===== src/rtl/midi_pkg.sv =====
// Shared definitions for the MIDI trigger transmitter: status nibbles,
// serializer state encoding, message selection record and width helpers.
package midi_pkg;

  // MIDI status nibbles (upper half of the status byte)
  localparam logic [3:0] NOTE_ON  = 4'h9;
  localparam logic [3:0] NOTE_OFF = 4'h8;

  // 50 MHz system clock / 31250 baud
  localparam int DEFAULT_CLKS_PER_BIT = 1600;

  // Index of the final byte of a 3-byte channel message
  localparam logic [1:0] LAST_BYTE = 2'd2;

  // Serializer line states
  typedef enum logic [1:0] {
    IDLE  = 2'd0,
    START = 2'd1,
    DATA  = 2'd2,
    STOP  = 2'd3
  } tx_state_e;

  // Which message the arbiter picked: Note On/Off and trigger channel
  typedef struct packed {
    logic is_off;
    logic ch;
  } msg_sel_t;

  // Status byte for a Note On/Off on the given channel nibble
  function automatic logic [7:0] status_byte(input logic is_off, input logic [3:0] ch);
    return {(is_off ? NOTE_OFF : NOTE_ON), ch};
  endfunction

  // Counter width able to hold 0..n-1, never narrower than one bit
  function automatic int cnt_width(input int n);
    return (n > 1) ? $clog2(n) : 1;
  endfunction

endpackage


===== src/rtl/midi_uart_tx.sv =====
// 8N1 byte serializer, LSB first, idle high. A byte is accepted on load
// while ready is high; ready is also raised during the final clock of a
// stop bit so consecutive bytes go out with no idle time between them.
module midi_uart_tx
  import midi_pkg::*;
#(
  parameter int CLKS_PER_BIT = DEFAULT_CLKS_PER_BIT
) (
  input  logic       clock,
  input  logic       clear,
  input  logic       load,
  input  logic [7:0] data,
  output logic       ready,
  output logic       tx
);

  localparam int BW = cnt_width(CLKS_PER_BIT);

  tx_state_e     state;
  logic [BW-1:0] baud_cnt;
  logic [2:0]    bit_idx;
  logic [7:0]    shreg;
  logic          bit_end;

  assign bit_end = (baud_cnt == BW'(CLKS_PER_BIT - 1));
  assign ready   = (state == IDLE) || ((state == STOP) && bit_end);

  // Line state machine: start bit, eight data bits, stop bit, then either the next byte or idle
  always_ff @(posedge clock or posedge clear) begin
    if (clear) begin
      state    <= IDLE;
      tx       <= 1'b1;
      baud_cnt <= '0;
      bit_idx  <= '0;
      shreg    <= '0;
    end else begin
      // NOTE: state registers use non-blocking assignments so every branch sees pre-edge values.
      case (state)
        IDLE: begin
          if (load) begin
            state    <= START;
            tx       <= 1'b0;
            shreg    <= data;
            baud_cnt <= '0;
          end
        end
        START: begin
          if (bit_end) begin
            state    <= DATA;
            tx       <= shreg[0];
            shreg    <= {1'b0, shreg[7:1]};
            bit_idx  <= '0;
            baud_cnt <= '0;
          end else begin
            baud_cnt <= baud_cnt + 1'b1;
          end
        end
        DATA: begin
          if (bit_end) begin
            baud_cnt <= '0;
            if (bit_idx == 3'd7) begin
              state <= STOP;
              tx    <= 1'b1;
            end else begin
              tx      <= shreg[0];
              shreg   <= {1'b0, shreg[7:1]};
              bit_idx <= bit_idx + 1'b1;
            end
          end else begin
            baud_cnt <= baud_cnt + 1'b1;
          end
        end
        STOP: begin
          if (bit_end) begin
            baud_cnt <= '0;
            if (load) begin
              state <= START;
              tx    <= 1'b0;
              shreg <= data;
            end else begin
              state <= IDLE;
            end
          end else begin
            baud_cnt <= baud_cnt + 1'b1;
          end
        end
        default: begin
          state <= IDLE;
          tx    <= 1'b1;
        end
      endcase
    end
  end

endmodule


===== src/rtl/midi_trigger_tx.sv =====
// Turns two-channel sequencer trigger pulses into MIDI Note On messages,
// schedules a Note Off after a fixed gate time, and serializes everything
// on a single MIDI UART line.
module midi_trigger_tx
  import midi_pkg::*;
#(
  parameter int CLKS_PER_BIT = DEFAULT_CLKS_PER_BIT,
  parameter int MIDI_CH      = 9,
  parameter int NOTE0        = 36,
  parameter int NOTE1        = 38,
  parameter int VELOCITY     = 100,
  parameter int GATE_CLKS    = 2500000
) (
  input  logic       clock,
  input  logic       clear,
  input  logic [1:0] seqIn,
  output logic       midiTx,
  output logic       busy,
  output logic       overrun
);

  localparam int GW = cnt_width(GATE_CLKS + 1);

  logic [1:0]    on_pend;
  logic [1:0]    off_pend;
  logic [GW-1:0] gate [2];

  logic          msg_active;
  msg_sel_t      msg;
  logic [1:0]    byte_idx;

  logic          uart_ready;
  logic          uart_load;
  logic [7:0]    uart_data;

  msg_sel_t      sel;
  logic          sel_valid;
  logic          last_done;
  logic          sel_en;
  logic          start;
  logic          next_byte;
  logic [1:0]    consume_on;
  logic [1:0]    consume_off;
  logic [1:0]    reload;
  logic [1:0]    retrig;
  logic [1:0]    expire;

  // Byte idx of message m: status, note number, velocity (zero for Note Off)
  function automatic logic [7:0] msg_byte(input msg_sel_t m, input logic [1:0] idx);
    logic [7:0] b;
    case (idx)
      2'd0:    b = status_byte(m.is_off, 4'(MIDI_CH));
      2'd1:    b = m.ch ? {1'b0, 7'(NOTE1)} : {1'b0, 7'(NOTE0)};
      default: b = m.is_off ? 8'h00 : {1'b0, 7'(VELOCITY)};
    endcase
    return b;
  endfunction

  // Fixed-priority arbiter: pending Note Offs first, then Note Ons, lower channel first
  always_comb begin
    // NOTE: defaults first so no path through this block leaves a value held (no latch).
    sel_valid  = 1'b1;
    sel.is_off = 1'b0;
    sel.ch     = 1'b0;
    if (off_pend[0]) begin
      sel.is_off = 1'b1;
    end else if (off_pend[1]) begin
      sel.is_off = 1'b1;
      sel.ch     = 1'b1;
    end else if (on_pend[0]) begin
      sel.ch     = 1'b0;
    end else if (on_pend[1]) begin
      sel.ch     = 1'b1;
    end else begin
      sel_valid  = 1'b0;
    end
  end

  // Message sequencing decode: a new message may start when idle or as the previous one's last stop bit ends
  always_comb begin
    last_done = msg_active && uart_ready && (byte_idx == LAST_BYTE);
    sel_en    = !msg_active || last_done;
    start     = sel_en && sel_valid;
    next_byte = msg_active && uart_ready && (byte_idx != LAST_BYTE);
    uart_load = start || next_byte;
    uart_data = start ? msg_byte(sel, 2'd0) : msg_byte(msg, byte_idx + 2'd1);
    for (int i = 0; i < 2; i++) begin
      consume_on[i]  = start && !sel.is_off && (sel.ch == 1'(i));
      consume_off[i] = start &&  sel.is_off && (sel.ch == 1'(i));
      reload[i]      = last_done && !msg.is_off && (msg.ch == 1'(i));
      // A gate that is running, or is about to be armed by the Note On just finishing,
      // forces a Note Off before this new Note On's own gate starts.
      retrig[i]      = consume_on[i] && ((gate[i] != '0) || reload[i]);
      expire[i]      = (gate[i] == GW'(1));
    end
  end

  // Trigger capture, overrun detection and Note Off request flags
  always_ff @(posedge clock or posedge clear) begin
    if (clear) begin
      on_pend  <= '0;
      off_pend <= '0;
      overrun  <= 1'b0;
    end else begin
      for (int i = 0; i < 2; i++) begin
        if (seqIn[i]) begin
          if (on_pend[i] && !consume_on[i]) begin
            overrun <= 1'b1;
          end else begin
            on_pend[i] <= 1'b1;
          end
        end else if (consume_on[i]) begin
          on_pend[i] <= 1'b0;
        end
        if (expire[i] || retrig[i]) begin
          off_pend[i] <= 1'b1;
        end else if (consume_off[i]) begin
          off_pend[i] <= 1'b0;
        end
      end
    end
  end

  // Per-channel gate timers: armed when a Note On finishes, cleared on retrigger, count down to zero
  always_ff @(posedge clock or posedge clear) begin
    if (clear) begin
      gate[0] <= '0;
      gate[1] <= '0;
    end else begin
      for (int i = 0; i < 2; i++) begin
        if (retrig[i]) begin
          gate[i] <= '0;
        end else if (reload[i]) begin
          gate[i] <= GW'(GATE_CLKS);
        end else if (gate[i] != '0) begin
          gate[i] <= gate[i] - 1'b1;
        end
      end
    end
  end

  // Current message record and byte position within it
  always_ff @(posedge clock or posedge clear) begin
    if (clear) begin
      msg_active <= 1'b0;
      msg        <= '0;
      byte_idx   <= '0;
    end else if (start) begin
      msg_active <= 1'b1;
      msg        <= sel;
      byte_idx   <= '0;
    end else if (last_done) begin
      msg_active <= 1'b0;
    end else if (next_byte) begin
      byte_idx   <= byte_idx + 2'd1;
    end
  end

  assign busy = msg_active;

  midi_uart_tx #(
    .CLKS_PER_BIT (CLKS_PER_BIT)
  ) u_uart_tx (
    .clock (clock),
    .clear (clear),
    .load  (uart_load),
    .data  (uart_data),
    .ready (uart_ready),
    .tx    (midiTx)
  );

endmodule


===== config.mk =====
export PLATFORM = sky130hd
export DESIGN_NAME = midi_trigger_tx
export DESIGN_NICKNAME = d
export VERILOG_FILES = /design/src/rtl/midi_pkg.sv /design/src/rtl/midi_uart_tx.sv /design/src/rtl/midi_trigger_tx.sv
export SDC_FILE = /design/constraint.sdc
export NUM_CORES = 1
export LEC_CHECK = 0
export BUFFER_PORTS_ARGS = -buffer_cell sky130_fd_sc_hd__buf_2
export CAP_MARGIN = 10
export CORE_MARGIN = 2
export CORE_UTILIZATION = 35
export CTS_BUF_LIST = sky130_fd_sc_hd__clkbuf_16
export DETAILED_ROUTE_END_ITERATION = 16
export PLACE_DENSITY = 0.57
export SETUP_SLACK_MARGIN = 0.05
export SKIP_CTS_REPAIR_TIMING = 1
export SYNTH_ARGS = -nofsm -noshare
export SYNTH_HDL_FRONTEND = slang
export SYNTH_SLANG_ARGS = --single-unit
export TNS_END_PERCENT = 5

===== constraint.sdc =====
create_clock -name clock -period 3 [get_ports clock]
set_input_delay 0.6 -clock clock [delete_from_list [all_inputs] [get_ports clock]]
set_output_delay 0.6 -clock clock [all_outputs]
set_load 0.01 [all_outputs]

==> reports/metrics.csv, run 1 <==
stage,metric,value,unit
route,vias_per_cell,5.38,
timing,min_period_over_period,0.847,
power_and_ir_drop,p_sw,1.92,mW
cells_and_area,fin_nets,501,
power_and_ir_drop,leakage,2.05,nW
setup_path,crit_path_end_kind,flop,
setup_path,crit_arrival,2750,ps
yosys,synth.area.top_cells,"dfrtp_1 (44%), ha_1 (4.2%), nor2_1 (4.1%), nand2_1 (3.6%), a21oi_1 (3.2%)",
yosys,synth_fa_ha_area_frac,0.0423,
timing,fin_skew,6.91,ps
grt,grt_pass1_vias,3421,
floorplan,rows,41,
floorplan,initial_core_util,0.354,
route,initialDrtViolationCount,192,
cells_and_area,fin_util,0.398,
grt,track_usage,0.158,
setup_path,crit_path_max_incr_delay,570,ps
setup_path,r2r-end,gate[27],
floorplan,die_h,117,µm
setup_path,worst_r2r_path_depth,7,
floorplan,core_area,12500,µm²
flow_run,drv_cap,0,
yosys,yosysMostFrequentCell,dfrtp_1,
cells_and_area,antenna_cells,0,
place,place_congestion,0.852,
power_and_ir_drop,p_clk_frac,0.222,
timing,clock.fmax,0.394,GHz
route,ant_nets,0,
setup_path,path_max_fanout,9,
cts,h-tree-depth,3,
yosys,yosys-top-cells-count,"dfrtp_1 (78), nor2_1 (48), nand2_1 (43)",
power_and_ir_drop,p_int,2.93,mW
grt,antenna_found_initial,0,
place,io_buffers,6,
yosys,yosys_register_bits,79,
place,dp_slack,496,ps
timing,finalHoldViolations,0,
route,wl,9.78,mm
yosys,syn_inst,469,
cts,root_buffer,clkbuf_16,
yosys,yosys.area_share.simple,0.246,
yosys,muxShareOfSynthArea,0.0262,
yosys,syn_area,4440,µm²
power_and_ir_drop,power_frac_seq,0.399,
setup_path,critPathLaunchType,flop,
timing,maxSlewViolCount,0,
route,via_count,3547,
setup_path,worstSetupPathType,reg2reg,
yosys,ys_types,64,
yosys,synth_top_cell_by_area,dfrtp_1,
setup_path,crit_chain,"inv_1, ha_1, nor3b_1, nand2_1, nor3_1, or4_2, a31oi_1",
yosys,synth_xor_area_frac,0.0454,
grt,grt_pass1_wl,16.8,mm
setup_path,crit_slowest_cell,nor3_1,
timing,finalCriticalPeriod,2540,ps
grt,gr-total-overflow,0,
yosys,syn_nets,488,
timing,setup_viol,0,
timing,fin_hold_ws,384,ps
yosys,yosysSeqAreaShare,0.446,
route,wl_per_cell,14.8,µm
cells_and_area,design_area,4980,µm²
setup_path,timing.reg2reg.setup_slack,460,ps
timing,rsz0062_at_grt,no,
grt,grt_start_max_net_pins,45,
cts,insertion_delay,350,ps
yosys,synth_warnings,0,
place,dp_hpwl,6.80,mm
power_and_ir_drop,switching_share,0.396,
timing,worst_slew_pin_slew,817,ps
place,place_area,4690,µm²
cts,cts_buffers,9,
timing,slew_headroom,0.455,
cells_and_area,syn_to_final_growth,12.2,%
floorplan,ios,7,
hold_path,hold_class,in2async,
power_and_ir_drop,combPwrFrac,0.379,
yosys,syn_avg_cell_area,9.46,µm²
setup_path,required,3210,ps
cts,clkSinkCount,79,
power_and_ir_drop,finalPower,4.86,mW
run_status,status,completed,
timing,tns,0,ps
route,drc,0,
cts,clkTransAtPathRegs,60,ps
timing,fin_ws,460,ps
yosys,yosys_most_used_dff,dfrtp_1,
setup_path,reg2reg_from,gate[22],
yosys,synth_top_family_by_area,simple AND/OR/NAND/NOR gates,
yosys,synth_compound_area_frac,0.164,
cts,cts_tree,yes,
place,dp_cells,643,
route,drt_first_pass_iters,5,
power_and_ir_drop,powerDensity,975,nW/µm²
cells_and_area,instances_no_fill,659,
floorplan,dieArea,13600,µm²
cts,cts_buffer_depth,2,
floorplan,die_w,117,µm
power_and_ir_drop,ir_worst_vdd,0.000489,V
yosys,synth_top_area_share,0.440,
cells_and_area,drive_above_1_share,0.113,
yosys,synthArstFlopShare,1.00,
yosys,synth_edf_count,0,
==> sequential cells by signal, indices dropped and copies added, names as in the netlist <==
| signal | flops |
|---|---|
| u_uart_tx.shreg | 8 |
| u_uart_tx.tx | 1 |
| u_uart_tx.state | 2 |
| gate | 44 |
| byte_idx | 2 |
| busy | 1 |
| overrun | 1 |
| u_uart_tx.baud_cnt | 11 |
| on_pend | 2 |
| u_uart_tx.bit_idx | 3 |
| off_pend | 2 |
| msg | 2 |
==> final cells by class <==
| type | instances | area [µm²] |
|---|---|---|
| Clock buffer | 9 | 225 |
| Clock inverter | 7 | 63.8 |
| Fill cell | 1235 | 7540 |
| Inverter | 18 | 68.8 |
| Multi-Input combinational cell | 360 | 2330 |
| Sequential cell | 79 | 1980 |
| Tap cell | 172 | 215 |
| Timing Repair Buffer | 14 | 103 |
==> per-layer routing <==
| metal | wire, µm | GRT usage |
|---|---|---|
| met1 | 4690 | 0.219 |
| met2 | 4620 | 0.239 |
| met3 | 374 | 0.0436 |
| met4 | 99 | 0.0510 |
| met5 | 0 | 0 |
==> critical path: cells and delay by family, from the launching register on <==
kind | cells | cell delay [ps]
and+or+nand+nor | 4 | 1630
buffers and inverters | 1 | 100
AOI/OAI and AO/OA | 1 | 70
adders and majority gates | 1 | 180
DFF | 1 | 420
==> worst max-delay path by stage <==
stage                              end             startpoint  slack [ps]  cells after the start
floorplan                         busy                  clear         380                      1
CTS                           gate[36]               gate[22]         470                      7
detailed placement  u_uart_tx.shreg[2]  u_uart_tx.baud_cnt[0]         500                      6
finish                        gate[27]               gate[22]         460                      7
global placement              gate[41]               gate[22]         550                      7
global route                  gate[27]               gate[22]         160                      7
==> cell families (layout without fill, tap and decap cells) <==
kind of cell | after synthesis | count (layout)
xor gates and xnor gates | 23 | 23
and+or+nand+nor | 200 | 200
buffers and inverters | 30 | 48
adders and majority gates | 15 | 15
AOI/OAI and AO/OA | 111 | 111
muxes | 11 | 11
DFF | 79 | 79
==> layout by cell type, fill, tap and decap left out, types with 7 or more instances in the layout <==
master / instances
dfrtp_1: 78
nor2_1: 48
nand2_1: 43
a21oi_1: 28
o21ai_0: 23
nor3_1: 19
inv_1: 17
nand3_1: 15
xnor2_1: 15
ha_1: 15
nor4_1: 13
or3_1: 10
clkbuf_16: 9
nand2b_1: 8
xor2_1: 8
a31oi_1: 8
o211ai_1: 7
o31ai_1: 7
buf_4: 7
==> power groups by stage <==
stage	logic (mW)	clock network (mW)	registers, mW
floorplan	1.48	0	1.83
global placement	1.81	0	1.93
detailed placement	1.85	0	1.94
CTS	1.85	1.12	1.93
global route	2.10	1.15	2.01
finish	1.84	1.08	1.94
Note: power is estimated with default switching activity, not from simulation.
==> inputs of run 2 (changes only) <==
==> constraint.sdc (replaced) <==
create_clock -name clock -period 2.7 [get_ports clock]
set_input_delay 0.54 -clock clock [delete_from_list [all_inputs] [get_ports clock]]
set_output_delay 0.54 -clock clock [all_outputs]
set_load 0.01 [all_outputs]
==> reports/metrics.csv, run 2 (synthesized netlist as in run 1, its figures left out) <==
stage,metric,value,unit,change
run_status,status,completed,,unchanged
timing,worst_slew_pin_slew,696,ps,was 817 ps
cells_and_area,reg_top3,"gate: 44 flops, u_uart_tx.baud_cnt: 11 flops, u_uart_tx.shreg: 8 flops",,unchanged
route,vias_per_cell,5.26,,was 5.38
cells_and_area,layout_common_cells,"dfrtp_1 (78), nor2_1 (48), nand2_1 (43), a21oi_1 (28), o21ai_0 (23)",,unchanged
setup_path,required,2910,ps,was 3210 ps
route,via_count,3509,,was 3547
cells_and_area,syn_to_final_growth,13.6,%,was 12.2%
setup_path,worst_r2r_path_depth,6,,was 7
cts,insertion_delay,340,ps,was 350 ps
cells_and_area,design_area,5040,µm²,was 4980 µm²
setup_path,critPathLaunchType,flop,,unchanged
setup_path,crit_arrival,2620,ps,was 2750 ps
cts,cts_tree,yes,,unchanged
cts,cts_buffer_depth,2,,unchanged
timing,fin_skew,4.74,ps,was 6.91 ps
timing,slew_headroom,0.533,,was 0.455
setup_path,reg2reg_from,u_uart_tx.state[0],,was gate[22]
floorplan,core_area,12500,µm²,unchanged
grt,grt_pass1_vias,3331,,was 3421
floorplan,ios,7,,unchanged
setup_path,r2r-end,gate[3],,was gate[27]
timing,setup_viol,0,,unchanged
floorplan,rows,41,,unchanged
timing,rsz0062_at_grt,no,,unchanged
route,drc,0,,unchanged
cells_and_area,final_common_cell,dfrtp_1,,unchanged
setup_path,timing.reg2reg.setup_slack,290,ps,was 460 ps
route,initialDrtViolationCount,141,,was 192
timing,maxSlewViolCount,0,,unchanged
timing,finalHoldViolations,0,,unchanged
power_and_ir_drop,leakage,2.08,nW,was 2.05 nW
place,dp_hpwl,6.95,mm,was 6.80 mm
flow_run,drv_cap,0,,unchanged
floorplan,initial_core_util,0.354,,unchanged
setup_path,worstSetupPathType,reg2reg,,unchanged
grt,grt_start_max_net_pins,39,,was 45
timing,min_period_over_period,0.892,,was 0.847
cells_and_area,drive_above_1_share,0.125,,was 0.113
setup_path,path_max_fanout,12,,was 9
cts,h-tree-depth,3,,unchanged
power_and_ir_drop,ir_worst_vdd,0.000520,V,was 0.000489 V
route,wl_per_cell,14.4,µm,was 14.8 µm
grt,antenna_found_initial,0,,unchanged
setup_path,crit_slowest_cell,or4b_1,,was nor3_1
floorplan,dieArea,13600,µm²,unchanged
place,io_buffers,6,,unchanged
place,place_area,4750,µm²,was 4690 µm²
grt,track_usage,0.152,,was 0.158
cts,clkSinkCount,79,,unchanged
timing,finalCriticalPeriod,2410,ps,was 2540 ps
cts,root_buffer,clkbuf_16,,unchanged
cts,cts_buffers,9,,unchanged
route,ant_nets,0,,unchanged
cells_and_area,largest_register,gate,,unchanged
route,wl,9.61,mm,was 9.78 mm
route,drt_first_pass_iters,4,,was 5
power_and_ir_drop,powerDensity,1080,nW/µm²,was 975 nW/µm²
cells_and_area,largest_reg_flops,44,,unchanged
floorplan,die_w,117,µm,unchanged
hold_path,hold_class,in2async,,unchanged
timing,tns,0,ps,unchanged
setup_path,crit_path_max_incr_delay,720,ps,was 570 ps
floorplan,die_h,117,µm,unchanged
timing,clock.fmax,0.415,GHz,was 0.394 GHz
setup_path,crit_path_end_kind,flop,,unchanged
cells_and_area,antenna_cells,0,,unchanged
setup_path,crit_chain,"inv_1, ha_1, a41oi_1, or4b_1, nand3_1, a21oi_1",,"was inv_1, ha_1, nor3b_1, nand2_1, nor3_1, or4_2, a31oi_1"
place,place_congestion,0.879,,was 0.852
cells_and_area,fin_nets,509,,was 501
grt,grt_pass1_wl,16.1,mm,was 16.8 mm
grt,gr-total-overflow,0,,unchanged
cts,clkTransAtPathRegs,60,ps,about the same
-- run 2: per-layer routing --
metal  track usage  vias to the layer above  wire length (µm)
li1              -                     1767                 -
met1         0.201                     1698              4740
met2         0.245                       38              4580
met3        0.0389                        6               226
met4        0.0478                        0                55
met5             0                        -                 0
-- run 2: worst max-delay path, delay by kind of cell, from the launching register on --
kind            cells  cell delay, ps
compound gates      2             270
fa+ha+maj           1             420
buf+inv             1             150
flops               1             390
simple gates        2            1040
-- run 2: worst max-delay path by stage --
stage,startpoint,end,slack [ps],depth (start not counted)
3_5_place_dp,u_uart_tx.state[0],gate[3],310,6
6_report,u_uart_tx.state[0],gate[3],290,6
4_1_cts,u_uart_tx.state[0],gate[3],300,6
2_1_floorplan,clear,busy,140,1
3_3_place_gp,u_uart_tx.state[0],gate[6],380,6
5_1_grt,u_uart_tx.baud_cnt[0],gate[9],100,6
-- run 2: power breakdown --
part | internal [mW] | switching, mW
combinational | 0.957 | 1.15
clock | 0.707 | 0.475
sequential | 1.65 | 0.497
-- run 2: cell type report --
type	instances	area, µm²
clock buffers	9	225
fillers	1262	7480
flip-flops and latches	79	1980
well taps	172	215
repair buffers	22	163
inverters	18	68.8
multi-input cells	360	2330
clock inverters	7	65.1
-- run 2: through the flow --
stage          power, mW  hold slack [ps]  std cells  utilization  worst slack [ps]
2_1_floorplan       3.68              467        469            -               138
3_3_place_gp        4.20              465        651        0.380               377
3_5_place_dp        4.26              469        651        0.380               308
4_1_cts             5.49              303        667        0.403               296
5_1_grt             5.88              334        667        0.403               102
6_report            5.44              286        667        0.403               290
==> inputs of run 3 (changes only) <==
--- a/config.mk
+++ b/config.mk
@@ -11,7 +11,6 @@
 export CORE_UTILIZATION = 35
 export CTS_BUF_LIST = sky130_fd_sc_hd__clkbuf_16
 export DETAILED_ROUTE_END_ITERATION = 16
-export PLACE_DENSITY = 0.57
 export SETUP_SLACK_MARGIN = 0.05
 export SKIP_CTS_REPAIR_TIMING = 1
 export SYNTH_ARGS = -nofsm -noshare
==> reports/metrics.csv, run 3 (synthesized netlist as in run 1, its figures left out) <==
stage,metric,value,unit,change
cells_and_area,largest_register,gate,,unchanged
grt,grt_pass1_wl,16.9,mm,was 16.1 mm
setup_path,timing.reg2reg.setup_slack,270,ps,was 290 ps
setup_path,crit_start,u_uart_tx.baud_cnt[0],,was u_uart_tx.state[0]
route,ant_nets,0,,unchanged
cells_and_area,largest_reg_flops,44,,unchanged
grt,use_met1,0.214,,was 0.201
grt,grt-busiest-layer,met2,,unchanged
power_and_ir_drop,leakage,2.09,nW,was 2.08 nW
setup_path,worst_r2r_path_depth,6,,unchanged
cts,root_buffer,clkbuf_16,,unchanged
setup_path,worstSetupEndpoint,gate[12],,was gate[3]
setup_path,reg2reg_from,u_uart_tx.baud_cnt[0],,was u_uart_tx.state[0]
cts,clkSinkCount,79,,unchanged
route,drt_first_pass_iters,4,,unchanged
flow_run,drv_cap,0,,unchanged
power_and_ir_drop,finalPower,5.31,mW,was 5.44 mW
cells_and_area,reg_top3,"gate: 44 flops, u_uart_tx.baud_cnt: 11 flops, u_uart_tx.shreg: 8 flops",,unchanged
route,initialDrtViolationCount,237,,was 141
setup_path,r2r-end,gate[12],,was gate[3]
setup_path,worstSetupPathType,reg2reg,,unchanged
timing,rsz0062_at_grt,no,,unchanged
route,wl_per_cell,14.8,µm,was 14.4 µm
cells_and_area,drive_above_1_share,0.117,,was 0.125
timing,tns,0,ps,unchanged
place,place_congestion,0.911,,was 0.879
cts,clkTransAtPathRegs,60,ps,about the same
grt,grt_start_max_net_pins,42,,was 39
timing,finalHoldViolations,0,,unchanged
place,dp_hpwl,6.99,mm,was 6.95 mm
timing,min_period_over_period,0.902,,was 0.892
floorplan,die_h,117,µm,unchanged
setup_path,crit_path_max_incr_delay,730,ps,was 720 ps
place,io_buffers,6,,unchanged
timing,fin_skew,5.38,ps,was 4.74 ps
setup_path,crit_chain,"ha_1, and3_1, a41oi_1, or4b_1, nand2_1, a311oi_1",,"was inv_1, ha_1, a41oi_1, or4b_1, nand3_1, a21oi_1"
floorplan,rows,41,,unchanged
cts,cts_tree,yes,,unchanged
setup_path,critPathLaunchType,flop,,unchanged
cts,h-tree-depth,3,,unchanged
run_status,status,completed,,unchanged
cells_and_area,nFillCells,1297,,was 1262
setup_path,path_max_fanout,8,,was 12
timing,worst_slew_pin_slew,686,ps,was 696 ps
floorplan,core_area,12500,µm²,unchanged
cells_and_area,syn_to_final_growth,12.7,%,was 13.6%
cells_and_area,layout_common_cells,"dfrtp_1 (78), nor2_1 (48), nand2_1 (43), a21oi_1 (28), o21ai_0 (23)",,unchanged
power_and_ir_drop,powerDensity,1060,nW/µm²,was 1080 nW/µm²
cts,insertion_delay,340,ps,about the same
floorplan,die_w,117,µm,unchanged
route,vias_per_cell,5.42,,was 5.26
timing,slew_headroom,0.539,,was 0.533
hold_path,hold_class,in2async,,unchanged
grt,use_met2,0.240,,was 0.245
cts,cts_buffer_depth,2,,unchanged
grt,track_usage,0.156,,was 0.152
grt,grt_pass1_vias,3535,,was 3331
timing,clock.fmax,0.411,GHz,was 0.415 GHz
route,wl,9.84,mm,was 9.61 mm
setup_path,crit_path_end_kind,flop,,unchanged
grt,gr-usage-met3,0.0343,,was 0.0389
timing,setup_viol,0,,unchanged
power_and_ir_drop,ir_worst_vdd,0.000408,V,was 0.000520 V
timing,finalCriticalPeriod,2430,ps,was 2410 ps
timing,maxSlewViolCount,0,,unchanged
cells_and_area,fin_nets,509,,unchanged
setup_path,crit_slowest_cell,or4b_1,,unchanged
setup_path,crit_arrival,2630,ps,was 2620 ps
floorplan,initial_core_util,0.354,,unchanged
grt,antenna_found_initial,0,,unchanged
cts,cts_buffers,9,,unchanged
route,via_count,3611,,was 3509
floorplan,dieArea,13600,µm²,unchanged
cells_and_area,antenna_cells,0,,unchanged
floorplan,ios,7,,unchanged
setup_path,required,2900,ps,was 2910 ps
route,drc,0,,unchanged
grt,gr-total-overflow,0,,unchanged
cells_and_area,final_common_cell,dfrtp_1,,unchanged
## run 3: layout make-up
class,instances,area (µm²),share of cell area
sequential,79,1980,0.396
clock inverter,6,23.8,0.00475
timing repair buffer,22,163,0.0325
inverter,18,68.8,0.0138
multi-input combinational,360,2330,0.465
tap,172,215,0.0430
clock buffer,9,225,0.0450
## run 3: per-layer routing
| metal | share of wire | vias up |
|---|---|---|
| li1 | - | 1767 |
| met1 | 0.50 | 1775 |
| met2 | 0.45 | 58 |
| met3 | 0.031 | 11 |
| met4 | 0.013 | 0 |
| met5 | 0 | - |
## run 3: worst min-delay path by stage
| stage | slack (ps) | depth (start not counted) | startpoint | end |
|---|---|---|---|---|
| after floorplan | 470 | 1 | u_uart_tx.bit_idx[1] | u_uart_tx.bit_idx[1] |
| after global placement | 460 | 1 | overrun | overrun |
| after detailed placement | 470 | 1 | overrun | overrun |
| after CTS | 120 | 2 | clear | gate[41] |
| after global routing | 140 | 2 | clear | gate[41] |
| final | 120 | 2 | clear | gate[37] |
## run 3: report_power, final
group	internal [mW]	total [mW]	switching, mW	leakage [nW]
logic	0.939	2.10	1.16	0.959
registers	1.65	2.15	0.504	0.988
clock network	0.598	1.05	0.453	0.138
## run 3: metrics by stage
| step | cell area, µm² | instances | hold WS (ps) | worst slack, ps | util |
|---|---|---|---|---|---|
| 3_5_place_dp | 4750 | 651 | 473 | 307 | 0.380 |
| 6_report | 5000 | 666 | 122 | 265 | 0.399 |
| 3_3_place_gp | 4750 | 651 | 463 | 339 | 0.380 |
| 2_1_floorplan | 4440 | 469 | 467 | 138 | - |
| 4_1_cts | 5000 | 666 | 123 | 291 | 0.399 |
| 5_1_grt | 5000 | 666 | 137 | 94.4 | 0.399 |
## run 3: critical path: cells and delay by family (launching register included)
kind,cells,cell delay (ps)
adders and majority gates,1,230
and+or+nand+nor,3,1310
DFF,1,400
AOI/OAI and AO/OA,2,350
